### src/rtl/counter_pkg.sv
// ============================================================================
// counter_pkg
// Shared types and configuration checks for the counter family.
// Revision: 1.0 - initial release
// ============================================================================
`default_nettype none

package counter_pkg;

  // Run/park state of a modulo counter
  typedef enum logic {
    CNT_RUN  = 1'b0,
    CNT_DONE = 1'b1
  } cnt_state_t;

  // Smallest meaningful modulus
  localparam int MIN_MODULUS = 2;

  // Returns 1 when the parameter set describes a usable counter
  function automatic bit counter_cfg_ok(input int width, input int modulus,
                                        input int decode_val);
    counter_cfg_ok = (modulus >= MIN_MODULUS) &&
                     ((64'd1 << width) >= 64'(modulus)) &&
                     (decode_val >= 0) && (decode_val < modulus);
  endfunction

endpackage

`default_nettype wire

### src/rtl/counter_step.sv
// ============================================================================
// counter_step
// Combinational next-count for a modulo counter: steps by +/-1, or wraps to
// the opposite end of the range when the current value is terminal.
// Revision: 1.0 - initial release
// ============================================================================
`default_nettype none

module counter_step #(
  parameter int WIDTH   = 4,
  parameter int MODULUS = 8
) (
  input  logic [WIDTH-1:0] count,
  input  logic             up_dn,
  input  logic             terminal,
  output logic [WIDTH-1:0] next_count
);

  localparam logic [WIDTH-1:0] MAX_COUNT = WIDTH'(MODULUS - 1);

  // Wrap is decided from the terminal flag, never from arithmetic overflow
  always_comb begin
    next_count = count;
    if (terminal) begin
      next_count = up_dn ? '0 : MAX_COUNT;
    end else if (up_dn) begin
      next_count = count + WIDTH'(1);
    end else begin
      next_count = count - WIDTH'(1);
    end
  end

endmodule

`default_nettype wire

### src/rtl/mod_counter_decoder.sv
// ============================================================================
// mod_counter_decoder
// Parametrised modulo counter with value decode, up/down direction, one-shot
// parking and optional parallel load.
// Build option: define COUNTER_LOAD_EN to build the parallel load path;
// otherwise load/load_val are present but ignored.
// Revision: 1.0 - initial release
// ============================================================================
`default_nettype none

module mod_counter_decoder
  import counter_pkg::*;
#(
  parameter int WIDTH      = 4,
  parameter int MODULUS    = 8,
  parameter int DECODE_VAL = 2
) (
  input  logic             clk,
  input  logic             reset,
  input  logic             stop,
  input  logic             up_dn,
  input  logic             oneshot,
  input  logic             start,
  input  logic             load,
  input  logic [WIDTH-1:0] load_val,
  output logic [WIDTH-1:0] count_out,
  output logic             decode_out,
  output logic             tc,
  output logic             done
);

  localparam logic [WIDTH-1:0] MAX_COUNT = WIDTH'(MODULUS - 1);
  localparam logic [WIDTH-1:0] DEC_COUNT = WIDTH'(DECODE_VAL);
  // A misconfigured instance never raises decode_out
  localparam bit               CFG_OK    = counter_cfg_ok(WIDTH, MODULUS, DECODE_VAL);

  logic [WIDTH-1:0] count_reg;
  logic [WIDTH-1:0] count_next;
  logic [WIDTH-1:0] stepped;
  logic [WIDTH-1:0] load_sat;
  logic             load_req;
  logic             terminal;
  cnt_state_t       state;
  cnt_state_t       state_next;

  // Terminal depends on the live direction input
  assign terminal = up_dn ? (count_reg == MAX_COUNT) : (count_reg == '0);

`ifdef COUNTER_LOAD_EN
  assign load_req = load;
  assign load_sat = (load_val > MAX_COUNT) ? MAX_COUNT : load_val;
`else
  logic unused_load;
  assign unused_load = ^{load, load_val};
  assign load_req    = 1'b0;
  assign load_sat    = '0;
`endif

  counter_step #(
    .WIDTH   (WIDTH),
    .MODULUS (MODULUS)
  ) u_step (
    .count      (count_reg),
    .up_dn      (up_dn),
    .terminal   (terminal),
    .next_count (stepped)
  );

  // State and count registers with asynchronous reset
  always_ff @(posedge clk or posedge reset) begin
    if (reset) begin
      count_reg <= '0;
      state     <= CNT_RUN;
    end else begin
      count_reg <= count_next;
      state     <= state_next;
    end
  end

  // Next-state / next-count: load > stop > start > advance
  always_comb begin
    count_next = count_reg;
    state_next = state;
    if (load_req) begin
      count_next = load_sat;
      state_next = CNT_RUN;
    end else if (stop) begin
      count_next = count_reg;
      state_next = state;
    end else begin
      case (state)
        CNT_DONE: begin
          if (start) begin
            count_next = up_dn ? '0 : MAX_COUNT;
            state_next = CNT_RUN;
          end
        end
        default: begin
          if (terminal && oneshot) begin
            state_next = CNT_DONE;
          end else begin
            count_next = stepped;
          end
        end
      endcase
    end
  end

  assign count_out  = count_reg;
  assign decode_out = CFG_OK && (count_reg == DEC_COUNT);
  assign tc         = terminal;
  assign done       = (state == CNT_DONE);

endmodule

`default_nettype wire

### config.mk
export PLATFORM = sky130hd
export DESIGN_NAME = mod_counter_decoder
export DESIGN_NICKNAME = d
export VERILOG_FILES = /design/src/rtl/counter_pkg.sv /design/src/rtl/counter_step.sv /design/src/rtl/mod_counter_decoder.sv
export SDC_FILE = /design/constraint.sdc
export NUM_CORES = 1
export LEC_CHECK = 0
export CAP_MARGIN = 40
export CORE_MARGIN = 5
export CORE_UTILIZATION = 31
export CTS_CLUSTER_DIAMETER = 80
export DETAILED_ROUTE_END_ITERATION = 6
export SYNTH_ARGS = -nofsm -noshare
export SYNTH_HDL_FRONTEND = slang
export SYNTH_HIERARCHICAL = 1
export SYNTH_SLANG_ARGS = --single-unit
### constraint.sdc
create_clock -name clk -period 3.6 [get_ports clk]
set_clock_uncertainty 0.2 [all_clocks]
set_input_delay 0.54 -clock clk [delete_from_list [all_inputs] [get_ports clk]]
set_output_delay 0.54 -clock clk [all_outputs]
set_load 0.005 [all_outputs]
==> out/qor.yml, run 1 <==
end_kind: "output port"
hold_path.class: "input port to async pin"
path_common_cell: "clkdlybuf4s50_1"
sw_frac_of_total: 0.405
dieArea_um2: 2230
worst_slew_pin_slew_ns: 0.405
p_seq_frac: 0.293
cts_hold_buf: 0
via_count: 412
antenna_found_initial: 0
synth-seq-cells: 5
reg2reg_slack_ns: 1.17
regToRegEndpoint: "count_out[0]"
fin_nets: 80
coreArea_um2: 1300
wire_per_inst_um: 13.4
post-cts-setup-buffers: 0
max_stage_delay_ns: 0.55
grt_setup_unrepaired: "no"
grt_pass1_wl_mm: 1.75
timing.critical_path.buf_inv: 2
path_class: "input port to output port"
ant_nets: 0
clock_tree.root_cell: "clkbuf_4"
grt_pass1_vias: 397
required_ns: 2.86
power_frac_clock: 0.140
synth.distinct_cells: 25
rows: 13
crit_arrival_ns: 2.32
clk_latency_ns: 0.24
clockBufferDepth: 2
avgViaCountPerCell: 5.15
dp_hpwl_um: 860
power.internal_w: 0.000276
die_h_um: 47.3
synthesis.area_um2: 430
grt_max_degree: 9
die_x_um: 47.3
critPathSlowestCell: "clkdlybuf4s50_1"
finalCritPeriodShare: 0.850
cts_sinks: 5
ctsHtreeMaxLevel: 1
area_growth_syn_to_layout_pct: 40.1
first_iter_violations: 13
numCtsBuffers: 3
fmax_mhz: 327
slew_viol_final: 0
nFillCells: 135
vdd_ir_drop_max_uv: 255
p_total_w: 0.000464
ys_seq_area_frac: 0.291
avgSynthCellArea_um2: 8.97
cts_resized: 0
dr.pass1.iters: 4
synthCells: 48
timing.setup.tns_ns: 0
leakage_nw: 0.248
cellPowerDensity_nw_per_um2: 769
io_buffers: 12
grt_overflow: 0
ys_warn_count: 6
clk_pin_slew_ns: 0.05
worst_hold_slack_ns: 0.296
rr_startpoint: "count_out[1]"
worst-r2r-cell-count: 6
io_pins: 18
antenna_cells: 0
routed_wirelength_mm: 1.07
gp_congestion: 0.727
switchingPower_w: 0.000188
crit_fanout: 8
status: "finished clean"
layout_min_cycle_time_ns: 3.06
setup_viol: 0
drive_gt1_frac: 0.138
pre_cts_ws_ns: 0.543
max_cap_violations: 0
slew-limit-headroom: 0.726
fin_ws_ns: 0.540
syn_nets: 62
final_hold_viol_count: 0
comb_power_share: 0.567
start_kind: "input port"
critical-path-top-delay-family: "buffers and inverters"
grt_usage: 0.112
worstPathCellList: "clkdlybuf4s50_1 > or4_4 > a21oi_1 > clkdlybuf4s50_1"
cts_tree: "built"
drcViolationCount: 0
start_util: 0.331
[routing by layer]
layer,global-route usage,wire length [µm]
met5,0,0
met4,0.0663,0
met3,0.0115,22
met2,0.190,561
met1,0.134,484
[flip-flops by register name, indices dropped and copies added (netlist names)]
register,cells
count_out,4
done,1
[logic make-up after synthesis]
kind of cell	after synthesis	synth area share
fa+ha+maj	3	0.105
flops	5	0.291
simple gates	15	0.209
mux	1	0.0233
buf+inv	5	0.0436
compound gates	17	0.288
xor+xnor	2	0.0407
[layout by cell type, fill, tap and decap left out, drive strengths merged]
cell type,Yosys,layout
or2,1,1
fa,1,1
o32a,1,1
clkdlybuf4s50,0,12
nand3,2,2
nor2b,1,1
o21ai,5,5
nand2,1,1
dfrtp,5,5
nand2b,3,3
a21oi,6,6
or2b,1,1
a22o,1,1
xor2,1,1
o311ai,3,3
ha,2,2
nand4,1,1
xnor2,1,1
or4,1,1
nor2,3,3
inv,5,5
clkbuf,0,4
buf,0,1
a21o,1,1
nor4b,1,1
mux2i,1,1
[synth_stat cells, drive strengths merged]
cell type | instances | share of area
mux2i | 1 | 0.023
nand2b | 3 | 0.044
fa | 1 | 0.047
nor4b | 1 | 0.020
dfrtp | 5 | 0.29
ha | 2 | 0.058
nor2 | 3 | 0.026
o32a | 1 | 0.023
or2 | 1 | 0.015
nand3 | 2 | 0.023
or2b | 1 | 0.017
a21oi | 6 | 0.10
o311ai | 3 | 0.061
nand4 | 1 | 0.015
inv | 5 | 0.044
xor2 | 1 | 0.020
or4 | 1 | 0.026
nor2b | 1 | 0.015
xnor2 | 1 | 0.020
a22o | 1 | 0.023
nand2 | 1 | 0.0087
o21ai | 5 | 0.058
a21o | 1 | 0.017
[metrics by stage]
| step | utilization | instance area (µm²) | std cells |
|---|---|---|---|
| floorplan | - | 430 | 48 |
| global placement | 0.443 | 577 | 76 |
| detailed placement | 0.443 | 577 | 76 |
| CTS | 0.463 | 603 | 80 |
| global route | 0.463 | 603 | 80 |
| finish | 0.463 | 603 | 80 |
[cell type report]
| class | count | area (µm²) | area share |
|---|---|---|---|
| repair buffers | 13 | 128 | 0.212 |
| well taps | 15 | 18.8 | 0.0311 |
| inverters | 5 | 18.8 | 0.0311 |
| clock buffers | 4 | 26.3 | 0.0436 |
| flip-flops and latches | 5 | 125 | 0.207 |
| multi-input cells | 38 | 287 | 0.475 |
[power groups by stage]
stage / sequential, W / combinational, W / clock, W
finish: 0.000136 / 0.000263 / 0.0000648
floorplan: 0.000123 / 0.000162 / 0
global placement: 0.000137 / 0.000264 / 0
CTS: 0.000137 / 0.000266 / 0.0000664
global route: 0.000143 / 0.000294 / 0.0000682
detailed placement: 0.000138 / 0.000265 / 0
[how the worst max path moves through the flow]
stage                            start           end  slack, ns  cells past startpoint
after floorplan           count_out[1]  count_out[0]       1.27                      5
after global placement           up_dn            tc       0.51                      4
after detailed placement         up_dn            tc       0.54                      4
after CTS                        up_dn            tc       0.53                      4
after global routing             up_dn            tc       0.42                      4
final                            up_dn            tc       0.54                      4
(Power assumes the default switching activity.)
==> run 2, diff against run 1 <==
--- a/config.mk
+++ b/config.mk
@@ -10,6 +10,7 @@
 export CORE_UTILIZATION = 31
 export CTS_CLUSTER_DIAMETER = 80
 export DETAILED_ROUTE_END_ITERATION = 6
+export PLACE_DENSITY = 0.71
 export SYNTH_ARGS = -nofsm -noshare
 export SYNTH_HDL_FRONTEND = slang
 export SYNTH_HIERARCHICAL = 1
==> run 2 against run 1 <==
Against the previous run: sequential power shrank 5%; clock power shrank 2%; register-to-register slack gained 0.07 ns; total power shrank 1.5%; combinational power is essentially flat; fmax shrank 0.16%; sequential share of layout area is the same; via count shrank 1.5%; global-route usage shrank 0.69 points; clock-buffer cell count is the same; sequential cell count is the same; final area is the same; largest cell class unchanged.
==> out/qor.yml, run 2 (synthesized netlist as in run 1, its figures left out) <==
timing.setup.tns_ns: 0  # unchanged
clockBufferDepth: 2  # unchanged
routed_wirelength_um: 934  # was 1.07 mm
dieArea_um2: 2230  # unchanged
clk_pin_slew_ns: 0.04  # was 0.05 ns
coreArea_um2: 1300  # unchanged
start_kind: "input port"  # unchanged
cts_sinks: 5  # unchanged
clk_latency_ns: 0.24  # about the same
max_cap_violations: 0  # unchanged
slew_viol_final: 0  # unchanged
post-cts-setup-buffers: 0  # unchanged
worst_slew_pin_slew_ns: 0.356  # was 0.405 ns
required_ns: 2.86  # about the same
worst-r2r-cell-count: 6  # unchanged
dr.pass1.iters: 4  # unchanged
cts_tree: "built"  # unchanged
crit_arrival_ns: 2.33  # was 2.32 ns
rr_startpoint: "count_out[1]"  # unchanged
clock_tree.root_cell: "clkbuf_4"  # unchanged
leakage_nw: 0.248  # unchanged
fin_cells: 80  # unchanged
wire_per_inst_um: 11.7  # was 13.4 µm
gp_congestion: 0.792  # was 0.727
dp_hpwl_um: 764  # was 860 µm
end_kind: "output port"  # unchanged
grt_setup_unrepaired: "no"  # unchanged
hold_path.class: "input port to async pin"  # unchanged
design_area_um2: 603  # unchanged
grt_pass1_wl_mm: 1.60  # was 1.75 mm
vdd_ir_drop_max_uv: 398  # was 255 µV
fin_util: 0.463  # unchanged
drcViolationCount: 0  # unchanged
antenna_found_initial: 0  # unchanged
rows: 13  # unchanged
path_class: "input port to output port"  # unchanged
setup_viol: 0  # unchanged
cts_resized: 0  # unchanged
reg2reg_slack_ns: 1.24  # was 1.17 ns
place_area_um2: 577  # unchanged
fmax_mhz: 326  # was 327 MHz
largest_reg_flops: 4  # unchanged
numCtsBuffers: 3  # unchanged
dp.cells: 76  # unchanged
io_pins: 18  # unchanged
p_total_w: 0.000457  # was 0.000464 W
final_common_cell: "clkdlybuf4s50_1"  # unchanged
status: "finished clean"  # unchanged
avgViaCountPerCell: 5.08  # was 5.15
nFillCells: 137  # was 135
die_h_um: 47.3  # unchanged
area_growth_syn_to_layout_pct: 40.1  # unchanged
final_hold_viol_count: 0  # unchanged
finalCritPeriodShare: 0.851  # was 0.850
regToRegEndpoint: "count_out[0]"  # unchanged
cellPowerDensity_nw_per_um2: 758  # was 769 nW/µm²
grt_max_degree: 9  # unchanged
io_buffers: 12  # unchanged
drive_gt1_frac: 0.138  # unchanged
final_cell_mix: "clkdlybuf4s50_1, inv_1, o21ai_0, dfrtp_1, a21oi_1"  # unchanged
cts_hold_buf: 0  # unchanged
die_x_um: 47.3  # unchanged
fin_nets: 80  # unchanged
grt_usage: 0.105  # was 0.112
antenna_cells: 0  # unchanged
first_iter_violations: 9  # was 13
grt_overflow: 0  # unchanged
ctsHtreeMaxLevel: 1  # unchanged
slew-limit-headroom: 0.760  # was 0.726
start_util: 0.331  # unchanged
grt_pass1_vias: 373  # was 397
via_count: 406  # was 412
layout_min_cycle_time_ns: 3.07  # was 3.06 ns
ant_nets: 0  # unchanged
crit_fanout: 8  # unchanged
[run 2: cell counts in the layout (fill, tap and decap cells not counted)]
Identical to the previous run, type by type.
[run 2: cell type report]
| class | instances | area [µm²] | share of cell area |
|---|---|---|---|
| Clock buffer | 4 | 26.3 | 0.0436 |
| Inverter | 5 | 18.8 | 0.0311 |
| Multi-Input combinational cell | 38 | 287 | 0.475 |
| Sequential cell | 5 | 125 | 0.207 |
| Tap cell | 15 | 18.8 | 0.0311 |
| Timing Repair Buffer | 13 | 128 | 0.212 |
[run 2: critical path, cell delays in order]
cell and delay [ns]:
clkdlybuf4s50_1 0.54, or4_4 0.49, a21oi_1 0.21, clkdlybuf4s50_1 0.53
[run 2: layer usage]
layer / share of wire / global-route usage / vias up
li1: - / - / 210
met1: 0.47 / 0.125 / 185
met2: 0.48 / 0.152 / 11
met3: 0.046 / 0.0575 / 0
met4: 0 / 0.0497 / 0
met5: 0 / 0 / -
[run 2: power breakdown]
part	switching (W)	internal (W)
logic	0.000112	0.000153
clock network	0.0000218	0.0000418
registers	0.0000470	0.0000824
[run 2: per-stage QoR]
step	setup slack (ns)	hold WS, ns
5_1_grt	0.420	0.294
4_1_cts	0.532	0.290
3_5_place_dp	0.549	0.421
3_3_place_gp	0.518	0.413
2_1_floorplan	1.27	0.119
6_report	0.535	0.293
[run 2: how the worst max path moves through the flow]
stage,cells after the start,start,slack (ns),end
after floorplan,5,count_out[1],1.27,count_out[0]
after global placement,4,up_dn,0.52,tc
after detailed placement,4,up_dn,0.55,tc
after CTS,4,up_dn,0.53,tc
after global routing,4,up_dn,0.42,tc
final,4,up_dn,0.53,tc
==> RTL change (settings of run 1) <==
The option `COUNTER_LOAD_EN` is turned on by a define.
--- a/src/rtl/mod_counter_decoder.sv
+++ b/src/rtl/mod_counter_decoder.sv
@@ -8,4 +8,6 @@
 // ============================================================================
 `default_nettype none
+
+`define COUNTER_LOAD_EN
 
 module mod_counter_decoder
Function: changed (Yosys sat finds a counterexample within 4 cycles, from zero or initial values and one cycle with reset high).
==> RTL change against run 1 <==
  * Final area rose by 7.7%
  * Setup slack improved by 120 ps
  * Count of clock-buffer cells in the layout did not move
  * Synthesized area fell by 0.87%
  * Sequential share of layout area fell by 1.5 points
  * Sequential cell count did not move
  * Clock power fell by 2%
  * Register-to-register slack got worse by 130 ps
  * Routed wire length fell by 4.1%
  * Power fell by 33%
  * First-iteration DRC count fell by 100%
  * Largest power group unchanged
==> RTL change: results (changes against run 1) <==
* Layout fillers at 128 (was 135)
* Leak Pwr at 0.257 nW (was 0.248 nW)
* Number of global-route vias before repair at 395 (was 397)
* Net total in the final layout at 84 (was 80)
* Part of the Yosys area used for sequential elements at 29.3% (was 29.1%)
* Cells taking the most area after synthesis: sky130_fd_sc_hd__dfrtp_1 (29%), sky130_fd_sc_hd__o21ai_0 (11%), sky130_fd_sc_hd__mux2_1 (7.9%) (was sky130_fd_sc_hd__dfrtp_1 (29%), sky130_fd_sc_hd__o311ai_0 (6.1%), sky130_fd_sc_hd__ha_1 (5.8%))
* Worst hold path type: input port to asynchronous set/reset pin (unchanged)
* Number of different library cells in the post-synthesis netlist at 21 (was 25)
* Number of buffers inserted by hold repair at cts at 0 (unchanged)
* Endpoint of the worst-slack reg-to-reg timing path: count_out[1]$_DFFE_PP0P_ (was count_out[0]$_DFFE_PP0P_)
* Router iterations before antenna repair at 1 (was 4)
* H-tree depth at 1 (unchanged)
* CP Data Arrival Time at 2200 ps (was 2320 ps)
* CTS Root Buffer Type: sky130_fd_sc_hd__clkbuf_4 (unchanged)
* Placer congestion estimate at 0.718 (was 0.727)
* Wire length of the first global-routing pass at 1580 um (was 1750 um)
* Most instantiated flip-flop cell in the synthesis netlist: sky130_fd_sc_hd__dfrtp_1 (unchanged)
* IO Port Bufs at 17 (was 12)
* Worst Hold Slack at 293 ps (was 296 ps)
* Cell Area, Placed at 623 sq um (was 577 sq um)
* Beginning of the critical path: up_dn (unchanged)
* Maximum number of pins on one net before global-route repair at 9 (unchanged)
* Top cells by instance count after synthesis: sky130_fd_sc_hd__o21ai_0 (9), sky130_fd_sc_hd__a21oi_1 (5), sky130_fd_sc_hd__dfrtp_1 (5), sky130_fd_sc_hd__inv_1 (3), sky130_fd_sc_hd__mux2_1 (3) (was sky130_fd_sc_hd__dfrtp_1 (5), sky130_fd_sc_hd__inv_1 (5), sky130_fd_sc_hd__o21ai_0 (5), sky130_fd_sc_hd__a21oi_1 (4))
* Slew Limit Headroom at 81.4% (was 72.6%)
* Vias/cell at 5.05 (was 5.15)
* Layout cells sized above 1 at 13.0% (was 13.8%)
* Biggest cell delay along the critical path at 530 ps (was 550 ps)
* Overall global routing resource usage at 10.2% (was 11.2%)
* Drt first-iter violations at 0 (was 13)
* Result of the run: finished, final reports clean (unchanged)
* Max VDD drop at 0.231 mV (was 0.255 mV)
* Detailed-route wire length per cell at 12.2 um (was 13.4 um)
* Initial antenna violation count at 0 (unchanged)
* Worst reg-to-reg path cell count at 7 (was 6)
* Post-DP HPWL at 841 um (was 860 um)
* Beginning of the worst register-to-register path: count_out[0]$_DFFE_PP0P_ (was count_out[1]$_DFFE_PP0P_)
* Slack of the worst reg-to-reg path at 1040 ps (was 1170 ps)
* Largest fanout on the critical path at 7 (was 8)
* Net Count, Synth at 61 (was 62)
RTL change: layout make-up:
class	count	area (sq um)	area share [%]
Multi-Input combinational cell	39	290	44.7
Sequential cell	5	125	19.3
Tap cell	15	18.8	2.89
Inverter	3	11.3	1.73
Timing Repair Buffer	18	178	27.4
Clock buffer	4	26.3	4.05
RTL change: how the worst max path moves through the flow:
stage	end	slack (ps)	cells after the start
global placement	count_out[1]$_DFFE_PP0P_	530	8
CTS	tc	650	4
finish	tc	660	4
global route	tc	600	4
floorplan	count_out[1]$_DFFE_PP0P_	1090	6
detailed placement	count_out[1]$_DFFE_PP0P_	550	8
RTL change: logic make-up (layout without fill, tap and decap cells):
logic type,Yosys count,after routing,synth area share (%)
AOI/OAI and AO/OA,18,18,25.2
xor gates and xnor gates,2,2,4.11
adders and majority gates,3,3,10.6
buffers and inverters,3,25,2.64
DFF,5,5,29.3
muxes,6,6,15.5
and+or+nand+nor,10,10,12.6
RTL change: where the power goes:
part	internal, mW	switching, mW
Combinational	0.0905	0.0605
Clock	0.0418	0.0214
Sequential	0.0692	0.0253
Total	0.202	0.107
RTL change: metal layers:
| layer | vias up | track usage (%) | share of wire, % |
|---|---|---|---|
| met1 | 191 | 11.9 | 43 |
| met3 | 2 | 1.92 | 7.0 |
| met5 | - | 0 | 0 |
| met2 | 11 | 16.5 | 48 |
| met4 | 0 | 7.73 | 1.7 |
| li1 | 220 | - | - |
RTL change: through the flow:
stage                     utilization [%]  setup slack [ps]  std cells
after floorplan                         -              1090         47
after global placement               47.9               530         80
after detailed placement             47.9               549         80
after CTS                            49.9               649         84
after global routing                 49.9               597         84
final                                49.9               657         84
